**src/rtl/i2c_codec_target.sv**
```systemverilog
// I2C target for the codec register-write protocol.
// Frame: START, {dev_addr[6:0], rw}, byte1, byte2, STOP.
// A completed write sets reg_addr = byte1[7:1] and reg_data = {byte1[0], byte2},
// and pulses wr_valid for one clk. Reads and foreign addresses are NACKed.
//
// Ports:
//   clk       system clock, all logic on posedge
//   reset     synchronous, active-high
//   scl       I2C clock from the master (asynchronous)
//   sda_in    SDA as seen on the bus (asynchronous)
//   sda_oe    1 = pull SDA low (ACK), 0 = release; never drives high
//   reg_addr  register address of the last completed write
//   reg_data  register value of the last completed write
//   wr_valid  one-clk pulse when reg_addr/reg_data update
//   busy      high from START until STOP or abort
//
// state     | meaning
// ----------+------------------------------------------------
// IDLE      | bus ignored until START
// ADDR      | shifting {addr, rw}
// ACK_A     | ACKing the device address
// BYTE1     | shifting byte1 (reg_addr, reg_data[8])
// ACK_1     | ACKing byte1
// BYTE2     | shifting byte2 (reg_data[7:0])
// ACK_2     | ACKing byte2, write already committed
// WAIT_STOP | SDA released, only START/STOP leave
module i2c_codec_target #(
    parameter logic [6:0] DEV_ADDR = 7'h1A,
    parameter int         MIN_HALF = 4
) (
    input  logic       clk,
    input  logic       reset,
    input  logic       scl,
    input  logic       sda_in,
    output logic       sda_oe,
    output logic [6:0] reg_addr,
    output logic [8:0] reg_data,
    output logic       wr_valid,
    output logic       busy
);

    // Event detection lags the pins by 3 clk, so SCL halves must be longer.
    generate
        if (MIN_HALF < 4) begin : g_min_half_chk
            $error("MIN_HALF must be at least 4 clk cycles");
        end
    endgenerate

    typedef enum logic [2:0] {
        IDLE, ADDR, ACK_A, BYTE1, ACK_1, BYTE2, ACK_2, WAIT_STOP
    } state_t;

    state_t     state, state_nx;
    logic [3:0] bit_cnt, bit_cnt_nx;
    logic [7:0] shift_q, shift_nx;
    logic [7:0] byte1_q, byte1_nx;
    logic       sda_oe_nx;
    logic [6:0] reg_addr_nx;
    logic [8:0] reg_data_nx;
    logic       wr_valid_nx;

    logic scl_s1, scl_s2, scl_d;
    logic sda_s1, sda_s2, sda_d;

    logic scl_rise, scl_fall, start_det, stop_det, in_data;

    assign scl_rise  = scl_s2 & ~scl_d;
    assign scl_fall  = ~scl_s2 & scl_d;
    // SCL must be high in both samples so an SCL edge is never mistaken for START/STOP.
    assign start_det = scl_s2 & scl_d & sda_d & ~sda_s2;
    assign stop_det  = scl_s2 & scl_d & ~sda_d & sda_s2;
    assign in_data   = (state == ADDR) || (state == BYTE1) || (state == BYTE2);
    assign busy      = (state != IDLE);

    always_ff @(posedge clk) begin
        if (reset) begin
            scl_s1   <= 1'b1;
            scl_s2   <= 1'b1;
            scl_d    <= 1'b1;
            sda_s1   <= 1'b1;
            sda_s2   <= 1'b1;
            sda_d    <= 1'b1;
            state    <= IDLE;
            bit_cnt  <= 4'd0;
            shift_q  <= 8'd0;
            byte1_q  <= 8'd0;
            sda_oe   <= 1'b0;
            reg_addr <= 7'd0;
            reg_data <= 9'd0;
            wr_valid <= 1'b0;
        end else begin
            scl_s1   <= scl;
            scl_s2   <= scl_s1;
            scl_d    <= scl_s2;
            sda_s1   <= sda_in;
            sda_s2   <= sda_s1;
            sda_d    <= sda_s2;
            state    <= state_nx;
            bit_cnt  <= bit_cnt_nx;
            shift_q  <= shift_nx;
            byte1_q  <= byte1_nx;
            sda_oe   <= sda_oe_nx;
            reg_addr <= reg_addr_nx;
            reg_data <= reg_data_nx;
            wr_valid <= wr_valid_nx;
        end
    end

    always_comb begin
        state_nx    = state;
        bit_cnt_nx  = bit_cnt;
        shift_nx    = shift_q;
        byte1_nx    = byte1_q;
        sda_oe_nx   = sda_oe;
        reg_addr_nx = reg_addr;
        reg_data_nx = reg_data;
        wr_valid_nx = 1'b0;

        if (start_det) begin
            state_nx   = ADDR;
            bit_cnt_nx = 4'd0;
            sda_oe_nx  = 1'b0;
        end else if (stop_det) begin
            state_nx   = IDLE;
            bit_cnt_nx = 4'd0;
            sda_oe_nx  = 1'b0;
        end else if (scl_rise) begin
            if (in_data && (bit_cnt < 4'd8)) begin
                shift_nx   = {shift_q[6:0], sda_s2};
                bit_cnt_nx = bit_cnt + 4'd1;
            end
        end else if (scl_fall) begin
            // The falling edge right after START leaves bit_cnt at 0, so it is a no-op.
            case (state)
                ADDR: begin
                    if (bit_cnt == 4'd8) begin
                        bit_cnt_nx = 4'd0;
                        if ((shift_q[7:1] == DEV_ADDR) && !shift_q[0]) begin
                            state_nx  = ACK_A;
                            sda_oe_nx = 1'b1;
                        end else begin
                            state_nx  = WAIT_STOP;
                        end
                    end
                end
                ACK_A: begin
                    sda_oe_nx = 1'b0;
                    state_nx  = BYTE1;
                end
                BYTE1: begin
                    if (bit_cnt == 4'd8) begin
                        bit_cnt_nx = 4'd0;
                        byte1_nx   = shift_q;
                        sda_oe_nx  = 1'b1;
                        state_nx   = ACK_1;
                    end
                end
                ACK_1: begin
                    sda_oe_nx = 1'b0;
                    state_nx  = BYTE2;
                end
                BYTE2: begin
                    if (bit_cnt == 4'd8) begin
                        bit_cnt_nx  = 4'd0;
                        reg_addr_nx = byte1_q[7:1];
                        reg_data_nx = {byte1_q[0], shift_q};
                        wr_valid_nx = 1'b1;
                        sda_oe_nx   = 1'b1;
                        state_nx    = ACK_2;
                    end
                end
                ACK_2: begin
                    sda_oe_nx = 1'b0;
                    state_nx  = WAIT_STOP;
                end
                default: begin
                    sda_oe_nx = 1'b0;
                end
            endcase
        end
    end

endmodule

```
**config.mk**
```make
export PLATFORM = sky130hd
export DESIGN_NAME = i2c_codec_target
export DESIGN_NICKNAME = d
export VERILOG_FILES = /design/src/rtl/i2c_codec_target.sv
export SDC_FILE = /design/constraint.sdc
export NUM_CORES = 1
export LEC_CHECK = 0
export ABC_AREA = 1
export CORE_MARGIN = 3
export CORE_UTILIZATION = 52
export CTS_BUF_LIST = sky130_fd_sc_hd__clkbuf_4
export DETAILED_ROUTE_END_ITERATION = 7
export GPL_ROUTABILITY_DRIVEN = 0
export HOLD_SLACK_MARGIN = 0.02
export MAX_ROUTING_LAYER = met4
export PLACE_DENSITY = 0.87
export SYNTH_ARGS = -nofsm -noshare
export SYNTH_HDL_FRONTEND = slang
export SYNTH_SLANG_ARGS = --single-unit
```
**constraint.sdc**
```tcl
create_clock -name clk -period 1.3 [get_ports clk]
set_input_delay 0.26 -clock clk [delete_from_list [all_inputs] [get_ports clk]]
set_output_delay 0.26 -clock clk [all_outputs]
set_load 0.02 [all_outputs]
```
==> results.txt <==
- Maximum cell stage delay along the critical path: 0.40 ns
* FFs w/ async S/R, synth: 0%
- The filler cells instantiated in the layout total 198.
- Clock Tree Root: sky130_fd_sc_hd__clkbuf_4
- The number of pins exceeding their max-slew limit in the final report was 0.
- The synthesized design spends more area on one cell type than any other, namely sky130_fd_sc_hd__dfxtp_1.
* Crit Reg-Reg Startpoint: scl_s2
- For this design, the slowest cell found on the critical path is sky130_fd_sc_hd__dfxtp_4.
- DP HPWL: 3.137 mm
- Net count after synthesis: 267
- Tcrit/Tclk final: 115.7%
- Final hold violation count: 0
- Clock tree synthesis found a total of 47 sinks.
- Based on the critical path, the design can be clocked at up to 664.7 MHz.
* Critical Setup Path Class: flip-flop to flip-flop
- The cell family contributing the most delay on the critical path is simple AND/OR/NAND/NOR gates.
* Relative slew margins: 79.91%
* Yosys warns: 0
- Crit path DAT: 1.78 ns
- Total length of routed met3 wires: 427 um
- Final standard cell utilization of the core: 81.68%
* Type of element capturing the critical path: flip-flop
- Wires add up to 7.018 mm.
- Required time of the worst setup path: 1.57 ns
- Summed over all nets, wire length on met2 after detailed routing comes to 3.622 mm.
* Die boundary height: 68.32 um
- Net switching is 27.60% of the power.
- CP cell instances: ha_4 -> nand3_4 -> nand3_4 -> nor2_4 -> buf_12 -> nand2_8 -> o21ai_1 -> nor2_1
- RSZ-0062 raised after global routing: yes
- Crit path setup slack, layout: -0.2044 ns
- After the last flow step, the layout net total stands at 326.
- Number of inserted diodes: 0
* Most common cell in the synthesized netlist: sky130_fd_sc_hd__nor2_1
- The floorplan step defined a die boundary enclosing 4667 um^2.
- Counting stages on the worst path, the most repeated cell is sky130_fd_sc_hd__nand3_4.
- Total buffers and inverters traversed by the critical path: 1
- The final reports fail on setup timing.
- Leakage: 1.286 nW
* Reported max-cap violation count: 0
* Input/output buffers: 22
* First element of the critical path: scl_s2
* Cts bufs inserted: 5
* CP max FO: 9
- Via density per instance: 5.790
* IR Drop Worst-Case VDD: 724.7 uV
- Routed signal wires occupy layers up through met4.
* Min cycle time layout: 1.504 ns
- Placed inst area: 2471 um^2
- TritonCTS built the clock tree.
- In the final layout, the share of cells above drive strength 1 is 51.89%.
- P_int: 0.001793 W
* Launch instance of the worst min-delay path: sda_in
- Initial antenna violation count: 0
- Transition time at the pin with the least slew margin: 0.3011 ns
- After synthesis, the largest area contributor takes up 46.59% of total cell area.
- The number of global-route vias before repair is 1977.
* Synthesized instance count: 258
- DIE WIDTH: 68.32 um
- The flow ran to the end, but the final reports show violations.
- Summing over every cut layer, the via total after detailed routing is 2119.
* Combinational Power Share: 11.3%
* Metal1 wirelength: 2.607 mm
- The worst setup path is launched from a flip-flop.
* Leading post-synthesis cells by cell area: sky130_fd_sc_hd__dfxtp_1, sky130_fd_sc_hd__nor2_1, sky130_fd_sc_hd__o21ai_0
- In this run, synthesis inferred 0 flip-flops with an integrated enable.
- After detailed routing, the average wire length per cell comes to 19.17 um.
- Clock Pin Slew Worst Setup and Hold Paths: 0.15 ns
- Starting Density: 54.75%
* Total routing resource utilization after global routing: 28.37%
* Clock share of power: 29.4%
- Synthesized cell area: 2019 um^2
- In this run, synthesis produced a sequential element count of 47.
- I/O Pins: 23
- The area growth from synthesis to layout is 49.19%.
* Post-Syn Area per Cell: 7.827 um^2
- Sequential elements use 46.59% of the synthesized area.
- Post-layout power: 0.002476 W
* Class of the tightest hold or removal check: input port to flip-flop
- Clock latency of the later-clocked register in the worst-skew pair: 0.37 ns
- Across all register-to-register paths, the minimum setup slack is -0.20 ns.
- Max Buffers Root-to-Sink: 2
- Final worst clock skew: 0.01377 ns
- First-pass detailed-route iteration total: 6
- Switching power: 0.0006834 W
- H-tree Lvls: 2
* Initial DRC count: 239
* GRT Residual Overflow: 0
* Setup tns final: -5.251 ns
- Power density relative to cell area: 821.8 nW/um^2
- Area of the core: 3689 um^2
- Commonest cells in the synthesized netlist: sky130_fd_sc_hd__nor2_1, sky130_fd_sc_hd__dfxtp_1, sky130_fd_sc_hd__o21ai_0
- Pin count of the biggest net entering global routing: 36
* Dominant synthesized flop cell: sky130_fd_sc_hd__dfxtp_1
* Portion of total power attributed to sequential cells: 59.3%
* Final Setup Violations: 42
- After synthesis, the netlist uses 32 different library cells.
- For this run, design rule violations remaining after detail routing come to 0.
- The first global-routing pass estimated 9.363 mm of wire.
- Number of nets with antenna violations after detailed routing: 0
- Fin area: 3013 um^2
* Std-Cell Rows: 22
==> layout by cell type (no fill, tap or decap), drive strengths merged <==
| cell | count |
|---|---|
| nor2 | 70 |
| inv | 23 |
| o21a | 1 |
| clkdlybuf4s15 | 4 |
| nand2 | 32 |
| ha | 5 |
| a21boi | 1 |
| clkbuf | 18 |
| nor3 | 11 |
| dfxtp | 47 |
| clkdlybuf4s50 | 3 |
| or2 | 4 |
| o21ai | 37 |
| buf | 35 |
| clkinv | 2 |
| nand3b | 1 |
| xnor2 | 1 |
| nand3 | 10 |
| a21oi | 11 |
| nand4 | 2 |
==> metrics by stage <==
step                hold WS [ns]  worst slack, ns  cells
CTS                       0.4304         -0.07719    362
floorplan                 0.3368         -0.01066    258
global route              0.4501          -0.2416    366
detailed placement        0.3985          -0.1847    345
global placement          0.3911          -0.1124    345
finish                    0.4545          -0.2044    366
==> kinds of logic after synthesis <==
logic type,count (synthesis),share of synthesized area [%]
buffers and inverters,28,6.444
AND/OR/NAND/NOR,127,29.31
flip-flops,47,46.59
adder cells (fa/ha/maj),5,3.098
XOR/XNOR,1,0.4338
AO/OA/AOI/OAI,50,14.13
==> area by class of cell <==
type                            instances  area [um^2]  share of cell area (%)
Timing Repair Buffer                   55        469.2                   15.57
Timing Repair inverter                  1        16.27                  0.5399
Clock buffer                            5        37.54                   1.246
Inverter                               21        103.9                   3.447
Sequential cell                        47        965.9                   32.06
Tap cell                               48        60.06                   1.993
Multi-Input combinational cell        186         1338                   44.39
Clock inverter                          3        22.52                  0.7475
==> sequential cells by signal, summed over array words and instances (netlist names) <==
signal / cells
bit_cnt: 4
byte1_q: 8
reg_addr: 7
reg_data: 9
scl_d: 1
scl_s1: 1
scl_s2: 1
sda_d: 1
sda_oe: 1
sda_s1: 1
sda_s2: 1
shift_q: 8
state: 3
wr_valid: 1
==> final timing paths <==
kind,to,cells past startpoint
setup / recovery,byte1_q[4],8
hold / removal,sda_s1,2
setup reg to reg,byte1_q[4],8
hold reg to reg,sda_s2,1
==> timing repair <==
item                       CTS  global route
resized for setup          116            74
gates cloned                 3             1
pin swaps                   32            18
hold buffers                 0             0
setup buffers                6             3
setup endpoints to repair   60            58
==> power by group through the flow <==
stage / clock (W) / sequential (W) / combinational, W
finish: 0.000728 / 0.00147 / 0.000280
global route: 0.000779 / 0.00147 / 0.000295
CTS: 0.000741 / 0.00147 / 0.000223
detailed placement: 0 / 0.00150 / 0.000193
global placement: 0 / 0.00149 / 0.000186
floorplan: 0 / 0.00150 / 0.000111
==> per-layer routing <==
layer	vias to the layer above	track usage (%)
met1	992	31.71
met3	40	4.433
met4	0	17.37
li1	967	-
met2	120	47.29
met5	-	-
Power figures use the tool's default switching activity.
